--- src/rtl/clock_pkg.sv ---
// Shared types and limits for the minute/hour timekeeping slice.
// Latency: none (declarations only).
// Backpressure: not applicable.
package clock_pkg;

  localparam logic [5:0] MAX_MIN = 6'd59;
  localparam logic [4:0] MAX_HR  = 5'd23;

  typedef enum logic [1:0] {
    RUN = 2'd0,
    ACK = 2'd1,
    ERR = 2'd2
  } set_state_t;

  typedef logic [3:0] bcd_digit_t;

endpackage

--- src/rtl/bin_to_bcd60.sv ---
// Converts a binary value in 0..59 to packed two-digit BCD {tens, ones}.
// Latency: purely combinational.
// Backpressure: none; output follows input.
module bin_to_bcd60
  import clock_pkg::*;
(
  input  logic [5:0] bin,
  output logic [7:0] bcd
);

  bcd_digit_t tens;
  bcd_digit_t ones;
  logic [5:0] base;

  // Pick the tens digit by range, then take the remainder for the ones digit.
  always_comb begin
    tens = 4'd0;
    base = 6'd0;
    if (bin >= 6'd50) begin
      tens = 4'd5;
      base = 6'd50;
    end else if (bin >= 6'd40) begin
      tens = 4'd4;
      base = 6'd40;
    end else if (bin >= 6'd30) begin
      tens = 4'd3;
      base = 6'd30;
    end else if (bin >= 6'd20) begin
      tens = 4'd2;
      base = 6'd20;
    end else if (bin >= 6'd10) begin
      tens = 4'd1;
      base = 6'd10;
    end
    // Remainder is always below 10, so the low nibble carries it exactly.
    ones = 4'(bin - base);
    bcd  = {tens, ones};
  end

endmodule

--- src/rtl/min_hr_cntr.sv ---
// 24-hour minute/hour counter with time-set handshake, day pulse and bounded alarm.
// Latency: increments, loads and handshake responses appear one clk_1sec edge after sampling.
// Backpressure: while a set is acknowledged/rejected, f_1min is dropped until set_valid falls.
module min_hr_cntr
  import clock_pkg::*;
#(
  parameter int RING_MINUTES = 5
) (
  input  logic       clk_1sec,
  input  logic       reset_n,
  input  logic       f_1min,
  input  logic       set_valid,
  input  logic [4:0] set_hr,
  input  logic [5:0] set_min,
  output logic       set_ack,
  output logic       set_err,
  input  logic       alarm_en,
  input  logic [4:0] alarm_hr,
  input  logic [5:0] alarm_min,
  input  logic       alarm_clr,
  output logic       alarm_ring,
  output logic [7:0] min_bcd,
  output logic [7:0] hr_bcd,
  output logic       f_1day
);

  localparam logic [3:0] RING_LIMIT = 4'(RING_MINUTES);

  set_state_t state_q, state_d;
  logic [4:0] hr_q;
  logic [5:0] min_q;
  logic [3:0] ring_cnt_q;
  logic       ring_q;
  logic       day_q;

  logic       set_legal;
  logic       load_en;
  logic       count_en;
  logic       wrap_min;
  logic       wrap_day;
  logic [5:0] min_inc;
  logic [4:0] hr_inc;
  logic [3:0] ring_cnt_inc;
  logic       alarm_hit;

  // Decode load/count qualifiers and the post-increment time used by the alarm compare.
  always_comb begin
    set_legal    = (set_hr <= MAX_HR) && (set_min <= MAX_MIN);
    load_en      = (state_q == RUN) && set_valid && set_legal;
    count_en     = (state_q == RUN) && !set_valid && f_1min;
    wrap_min     = (min_q == MAX_MIN);
    wrap_day     = wrap_min && (hr_q == MAX_HR);
    min_inc      = wrap_min ? 6'd0 : (min_q + 6'd1);
    hr_inc       = hr_q;
    if (wrap_min) begin
      hr_inc = wrap_day ? 5'd0 : (hr_q + 5'd1);
    end
    ring_cnt_inc = ring_cnt_q + 4'd1;
    alarm_hit    = alarm_en && (hr_inc == alarm_hr) && (min_inc == alarm_min);
  end

  // Handshake state register.
  always_ff @(posedge clk_1sec or negedge reset_n) begin
    if (!reset_n) begin
      state_q <= RUN;
    end else begin
      state_q <= state_d;
    end
  end

  // Handshake next state: a request is judged once in RUN, then held until set_valid drops.
  always_comb begin
    state_d = state_q;
    case (state_q)
      RUN: begin
        if (set_valid) begin
          state_d = set_legal ? ACK : ERR;
        end
      end
      ACK, ERR: begin
        if (!set_valid) begin
          state_d = RUN;
        end
      end
      default: state_d = RUN;
    endcase
  end

  // Time registers: a legal load beats a coincident minute tick; ticks outside RUN are lost.
  always_ff @(posedge clk_1sec or negedge reset_n) begin
    if (!reset_n) begin
      hr_q  <= 5'd0;
      min_q <= 6'd0;
      day_q <= 1'b0;
    end else begin
      day_q <= 1'b0;
      if (load_en) begin
        hr_q  <= set_hr;
        min_q <= set_min;
      end else if (count_en) begin
        hr_q  <= hr_inc;
        min_q <= min_inc;
        day_q <= wrap_day;
      end
    end
  end

  // Alarm: dismiss/disarm wins, then a fresh match restarts, else count rung minutes.
  always_ff @(posedge clk_1sec or negedge reset_n) begin
    if (!reset_n) begin
      ring_q     <= 1'b0;
      ring_cnt_q <= 4'd0;
    end else if (alarm_clr || !alarm_en) begin
      ring_q <= 1'b0;
    end else if (count_en && alarm_hit) begin
      ring_q     <= 1'b1;
      ring_cnt_q <= 4'd0;
    end else if (count_en && ring_q) begin
      ring_cnt_q <= ring_cnt_inc;
      if (ring_cnt_inc == RING_LIMIT) begin
        ring_q <= 1'b0;
      end
    end
  end

  assign set_ack    = (state_q == ACK);
  assign set_err    = (state_q == ERR);
  assign alarm_ring = ring_q;
  assign f_1day     = day_q;

  bin_to_bcd60 u_min_bcd (
    .bin (min_q),
    .bcd (min_bcd)
  );

  bin_to_bcd60 u_hr_bcd (
    .bin ({1'b0, hr_q}),
    .bcd (hr_bcd)
  );

endmodule

--- config.mk ---
export PLATFORM = sky130hd
export DESIGN_NAME = min_hr_cntr
export DESIGN_NICKNAME = d
export VERILOG_FILES = /design/src/rtl/clock_pkg.sv /design/src/rtl/bin_to_bcd60.sv /design/src/rtl/min_hr_cntr.sv
export SDC_FILE = /design/constraint.sdc
export NUM_CORES = 1
export LEC_CHECK = 0
export ABC_AREA = 0
export BUFFER_PORTS_ARGS = -buffer_cell sky130_fd_sc_hd__buf_4
export CAP_MARGIN = 20
export CORE_AREA = 4 4 64 66
export CTS_CLUSTER_DIAMETER = 200
export DETAILED_ROUTE_END_ITERATION = 16
export DIE_AREA = 0 0 68 70
export PLACE_DENSITY = 0.88
export SLEW_MARGIN = 20
export SYNTH_ARGS = -nofsm -noshare
export SYNTH_HDL_FRONTEND = slang
export SYNTH_SLANG_ARGS = --single-unit
--- constraint.sdc ---
create_clock -name clk_1sec -period 5.9 [get_ports clk_1sec]
set_input_delay 0.59 -clock clk_1sec [delete_from_list [all_inputs] [get_ports clk_1sec]]
set_output_delay 0.59 -clock clk_1sec [all_outputs]
set_load 0.01 [all_outputs]
==> results.toml, run 1 <==
[critical_path]
cp.depth = 9
reg2reg_to = "hr_q[0]$_DFFE_PN0P_"
endpoint = "min_bcd[3]"
cp_slowest_cell = "dfrtp_1"
cp_max_fo = 21
worstSetupStartpointType = "flip-flop"
max_stage_delay_ns = 0.65
rr_startpoint = "state_q[0]$_DFFE_PN0P_"
worst_path_dominant_cell_family = "compound AO/OA/AOI/OAI gates"
crit_required_ns = 5.31
critical_path.cell_chain = "o41ai_1, o21ai_0, nand2_1, o21ai_0, ha_1, fa_1, xor2_1, xnor2_1, buf_4"
reg2reg_slack_ns = 3.41
path_buf_inv = 1
cp.arrival_ns = 2.94
ff2ff_path_depth = 7
worstSetupPathType = "flip-flop to primary output"
crit_top_cell = "o21ai_0"
startpoint = "min_q[3]$_DFFE_PN0P_"
critPathCaptureType = "primary output"

[clock_tree]
cts.repair.resized = 0
cts_tree = "built"
cts_root_buf = "clkbuf_4"
cts_setup_buffers = 0
cts.clk_slew.worst_paths_ns = 0.12
numCtsBuffers = 3
clk_latency_ns = 0.31
cts_sinks = 19
cts_buffer_depth = 2
htree_levels = 1
cts_hold_buf = 0

[placement]
portBuffers = 44
post-dp-hpwl_microns = 3400
placed_cell_area_sq_um = 2160
place.gp.congestion = 0.861

[synth]
ys_seq_area_frac = 0.254
synth-main-ff-cell = "dfrtp_1"
synth_cell_types = 51
syn-cell-area_sq_um = 1870
ys_top_cells_by_area = "dfrtp_1, ha_1, xnor2_1"
synth_edf_count = 0
synth_cells = 229
ys_warn_count = 0
ys_ff_latch = 19
synth_area_leader_cell = "dfrtp_1"
syn_area_per_cell_sq_um = 8.17
synth_top_area_frac = 0.254
async_reset_ff_frac = 1.00

[floorplan]
core_area_sq_um = 3580
io_pins = 48
die_x_microns = 68
die_y_microns = 70
core.rowCount = 22
die_area_sq_um = 4760
initial_utilization = 0.523

[detailed_routing]
wl_met3_microns = 333
ant_nets = 0
drt_iter0_drc = 112
vias = 1762
routedWlPerCell_microns = 14.4
routed_wl_microns = 4430
firstDrtPassIters = 4
m1WireLength_microns = 1860
drcViolationCount = 0
maxUsedRoutingLayer = "met4"
wl_met2_microns = 2180
viasPerCell = 5.74

[cells_and_area]
finalInstanceArea_sq_um = 2180
drive_above_1_share = 0.220
utilization = 0.610
fillerInstances = 332
n_antenna_cell = 0
nets = 302
synthToLayoutAreaGrowth_pct = 16.7

[timing]
finalMaxSlewViolations = 0
setup_viol = 0
hold_ws_ns = 0.133
min_period_over_period = 0.598
worst_pin_slew_ns = 0.819
fmax_ghz = 0.283
rsz0062_at_grt = "no"
relSlewSlack = 0.452
setup_tns_ns = 0
finalHoldViolCount = 0
fin_skew_ns = 0.00718
fin_crit_ns = 3.53

[grt]
track_usage = 0.199
grt_max_degree = 22
grt_pass1_wl_microns = 7560
grt-ovfl-total = 0
grt_pass1_vias = 1640
antenna_found_initial = 0

[power]
power.density_nw_per_um2 = 493
leakagePower_nw = 1.02
ir_drop_mv = 0.349

[outcome]
outcome = "complete, no violations"

[flow_run]
maxCapViolCount = 0

[hold_path]
worstHoldPathType = "input port to asynchronous set/reset pin"
==> per-layer routing <==
layer / vias up / track usage
met5: - / 0
met1: 832 / 0.283
met3: 5 / 0.0193
li1: 864 / -
met2: 61 / 0.312
met4: 0 / 0.0640
==> sequential cells by signal (all words and copies together), names as in the netlist <==
name / flops
alarm_ring: 1
min_q: 6
hr_q: 5
state_q: 2
ring_cnt_q: 4
f_1day: 1
==> cell usage after synthesis, drive strengths merged, types with 2 or more instances <==
library cell  count
dfrtp            19
a21o              4
a221o             4
and4              2
nand3             3
nor2             19
nand4             3
ha               12
o211ai            3
inv              15
mux2i             2
nand4b            3
and3              6
buf              17
xnor2            12
o21ai            18
nor3              6
fa                2
nand2            23
a22oi             8
nor2b             6
nor4              3
a21oi             8
clkbuf            3
xor2              6
o21a              2
or3               3
and4b             3
==> placed cells by master, fill, tap and decap left out, types with 3 or more instances in the layout <==
master,synthesis,final
a21o_1,4,4
a21oi_1,6,6
a221o_1,4,4
a22oi_1,7,7
and3_1,6,6
and4b_1,3,3
buf_4,7,44
clkbuf_4,0,3
conb_1,1,3
dfrtp_1,19,19
ha_1,12,12
inv_1,15,15
nand2_1,23,23
nand4_1,3,3
nand4b_1,3,3
nor2_1,18,18
nor2b_1,6,6
nor3_1,5,5
nor4_1,3,3
o211ai_1,3,3
o21ai_0,17,17
or3_1,3,3
xnor2_1,12,12
xor2_1,6,6
==> per-stage QoR <==
step	power (W)	setup WS (ns)	instances
global route	0.00118	2.17	307
floorplan	0.000770	2.80	231
global placement	0.000985	2.85	303
detailed placement	0.00101	2.74	303
finish	0.00108	2.37	307
CTS	0.00108	2.38	307
==> worst min path at each step <==
stage,startpoint,to,slack [ns]
3_5_place_dp,reset_n,hr_q[1]$_DFFE_PN0P_,0.48
3_3_place_gp,reset_n,hr_q[1]$_DFFE_PN0P_,0.48
6_report,reset_n,min_q[2]$_DFFE_PN0P_,0.13
4_1_cts,reset_n,hr_q[1]$_DFFE_PN0P_,0.14
2_1_floorplan,reset_n,alarm_ring$_DFFE_PN0P_,0.29
5_1_grt,reset_n,min_q[2]$_DFFE_PN0P_,0.15
==> where the power goes <==
group	internal, W	switching [W]
Combinational	0.000357	0.000359
Clock	0.0000253	0.0000437
Sequential	0.000170	0.000124
Total	0.000551	0.000526
==> area by class of cell <==
| type | instances | area [sq um] | share of cell area |
|---|---|---|---|
| clock buffers | 3 | 22.5 | 0.0103 |
| clock inverters | 1 | 5.00 | 0.00229 |
| inverters | 15 | 56.3 | 0.0258 |
| multi-input cells | 177 | 1230 | 0.565 |
| flip-flops and latches | 19 | 475 | 0.218 |
| well taps | 48 | 60.1 | 0.0275 |
| repair buffers | 44 | 330 | 0.151 |
==> cell families (layout without fill, tap and decap cells) <==
group | count (synthesis) | count (layout) | share of synthesized area
buf+inv | 35 | 63 | 0.0902
mux | 2 | 2 | 0.0107
simple gates | 84 | 84 | 0.245
flops | 19 | 19 | 0.254
xor+xnor | 18 | 18 | 0.0842
compound gates | 56 | 56 | 0.212
fa+ha+maj | 14 | 14 | 0.102
other cells | 1 | 3 | 0.00200
No activity file was read; power rests on OpenSTA's default activity.
==> inputs of run 2 (changes only) <==
==> constraint.sdc (replaced) <==
create_clock -name clk_1sec -period 3.3 [get_ports clk_1sec]
set_input_delay 0.33 -clock clk_1sec [delete_from_list [all_inputs] [get_ports clk_1sec]]
set_output_delay 0.33 -clock clk_1sec [all_outputs]
set_load 0.01 [all_outputs]
==> run 2 against run 1 <==
Register-to-register slack lost 2.4 ns. Hold slack gained 0.099 ns. Sequential share of layout area shrank 0.49 points. First-iteration DRC count shrank 38%. Clock skew shrank 0.0036 ns. Highest routed layer unchanged. Via count grew 0.51%. Clock power grew 87%.
==> results.toml, run 2 (synthesis results as in run 1) <==
[placement]
post-dp-hpwl_microns = 3510
placed_cells = 306
post-place-ws_ns = 0.386
portBuffers = 44
place.gp.congestion = 0.879

[hold_path]
min_from = "set_valid"
worstHoldPathType = "input port to flip-flop"

[clock_tree]
numCtsBuffers = 3
htree_levels = 1
cts_root_buf = "clkbuf_4"
clk_latency_ns = 0.31
cts_tree = "built"
cts_buffer_depth = 2
cts_sinks = 19
cts.clk_slew.worst_paths_ns = 0.12

[critical_path]
worstSetupStartpointType = "flip-flop"
critPathCaptureType = "primary output"
rr_startpoint = "min_q[1]$_DFFE_PN0P_"
crit_required_ns = 2.97
cp_max_fo = 10
cp.arrival_ns = 2.74
startpoint = "min_q[1]$_DFFE_PN0P_"
worstSetupPathType = "flip-flop to primary output"

[timing]
fin_skew_ns = 0.00359
fmax_ghz = 0.326
worst_pin_slew_ns = 0.774
worst_slack_ns = 0.228
relSlewSlack = 0.482
setup_tns_ns = 0
min_period_over_period = 0.931
hold_ws_ns = 0.231
fin_crit_ns = 3.07
rsz0062_at_grt = "no"
finalMaxSlewViolations = 0
finalHoldViolCount = 0
setup_viol = 0

[detailed_routing]
drcViolationCount = 0
ant_nets = 0
vias = 1771
viasPerCell = 5.66
routedWlPerCell_microns = 14.8
firstDrtPassIters = 4
routed_wl_microns = 4630
drt_iter0_drc = 70

[grt]
grt_max_degree = 21
grt-ovfl-total = 0
antenna_found_initial = 0
grt_pass1_vias = 1601
track_usage = 0.193
grt_pass1_wl_microns = 7200

[outcome]
outcome = "complete, no violations"

[cells_and_area]
largest_reg_flops = 6
synthToLayoutAreaGrowth_pct = 19.7
top_register = "min_q"
final_common_cell = "buf_4"
top_regs = "min_q: 6 flops, hr_q: 5 flops, ring_cnt_q: 4 flops"
n_antenna_cell = 0
layout_common_cells = "buf_4, nand2_1, nor2_1, dfrtp_1, o21ai_0"
nets = 308
drive_above_1_share = 0.242
fin_cells = 313

[floorplan]
core_area_sq_um = 3580
io_pins = 48
die_y_microns = 70
core.rowCount = 22
die_area_sq_um = 4760
die_x_microns = 68
initial_utilization = 0.523

[flow_run]
maxCapViolCount = 0

[power]
power.density_nw_per_um2 = 889
leakagePower_nw = 1.06
ir_drop_mv = 0.828
-- run 2: metrics by stage --
| step | utilization | power, W | instance area [sq um] |
|---|---|---|---|
| final | 0.626 | 0.00199 | 2240 |
| after detailed placement | 0.609 | 0.00184 | 2180 |
| after CTS | 0.620 | 0.00197 | 2220 |
| after floorplan | - | 0.00138 | 1880 |
| after global routing | 0.626 | 0.00217 | 2240 |
| after global placement | 0.609 | 0.00178 | 2180 |
-- run 2: report_power, final --
group	internal, W	switching, W
clock network	0.0000453	0.0000841
logic	0.000678	0.000693
registers	0.000305	0.000187
-- run 2: final cells by class --
class	count	area [sq um]
clock inverter	1	5.00
sequential	19	477
inverter	15	56.3
multi-input combinational	177	1240
timing repair buffer	50	378
tap	48	60.1
clock buffer	3	22.5
fill	330	1340
-- run 2: worst max-delay path: stages, from the launching register on --
cell     delay, ns
dfrtp_1       0.51
ha_1          0.24
o41ai_2       0.24
o21ai_0       0.14
nand2_1       0.08
o21ai_0       0.11
ha_1          0.25
fa_1          0.39
xor2_1        0.19
xnor2_1       0.14
buf_4         0.14
-- run 2: final timing paths --
| path | end | slack (ns) | depth (start not counted) |
|---|---|---|---|
| min | state_q[1]$_DFFE_PN0P_ | 0.23 | 2 |
| max reg2reg | alarm_ring$_DFFE_PN0P_ | 1.00 | 7 |
| max in group asynchronous | min_q[0]$_DFFE_PN0P_ | 2.66 | 2 |
| min in group asynchronous | hr_q[1]$_DFFE_PN0P_ | 0.41 | 2 |
| max | min_bcd[3] | 0.23 | 10 |
| min reg2reg | alarm_ring$_DFFE_PN0P_ | 0.56 | 1 |
-- run 2: layer usage --
layer / track usage / wire length, microns
met5: 0 / 0
met4: 0.0795 / 76
met3: 0.0241 / 314
met2: 0.313 / 2230
met1: 0.254 / 2010
-- run 2: timing repair --
action                                  in CTS  in global routing
endpoints found under the hold margin       19                  0
hold buffers                                 1                  0
setup buffers                                0                  2
endpoints found under the setup margin       0                  1
resized for setup                            0                  2
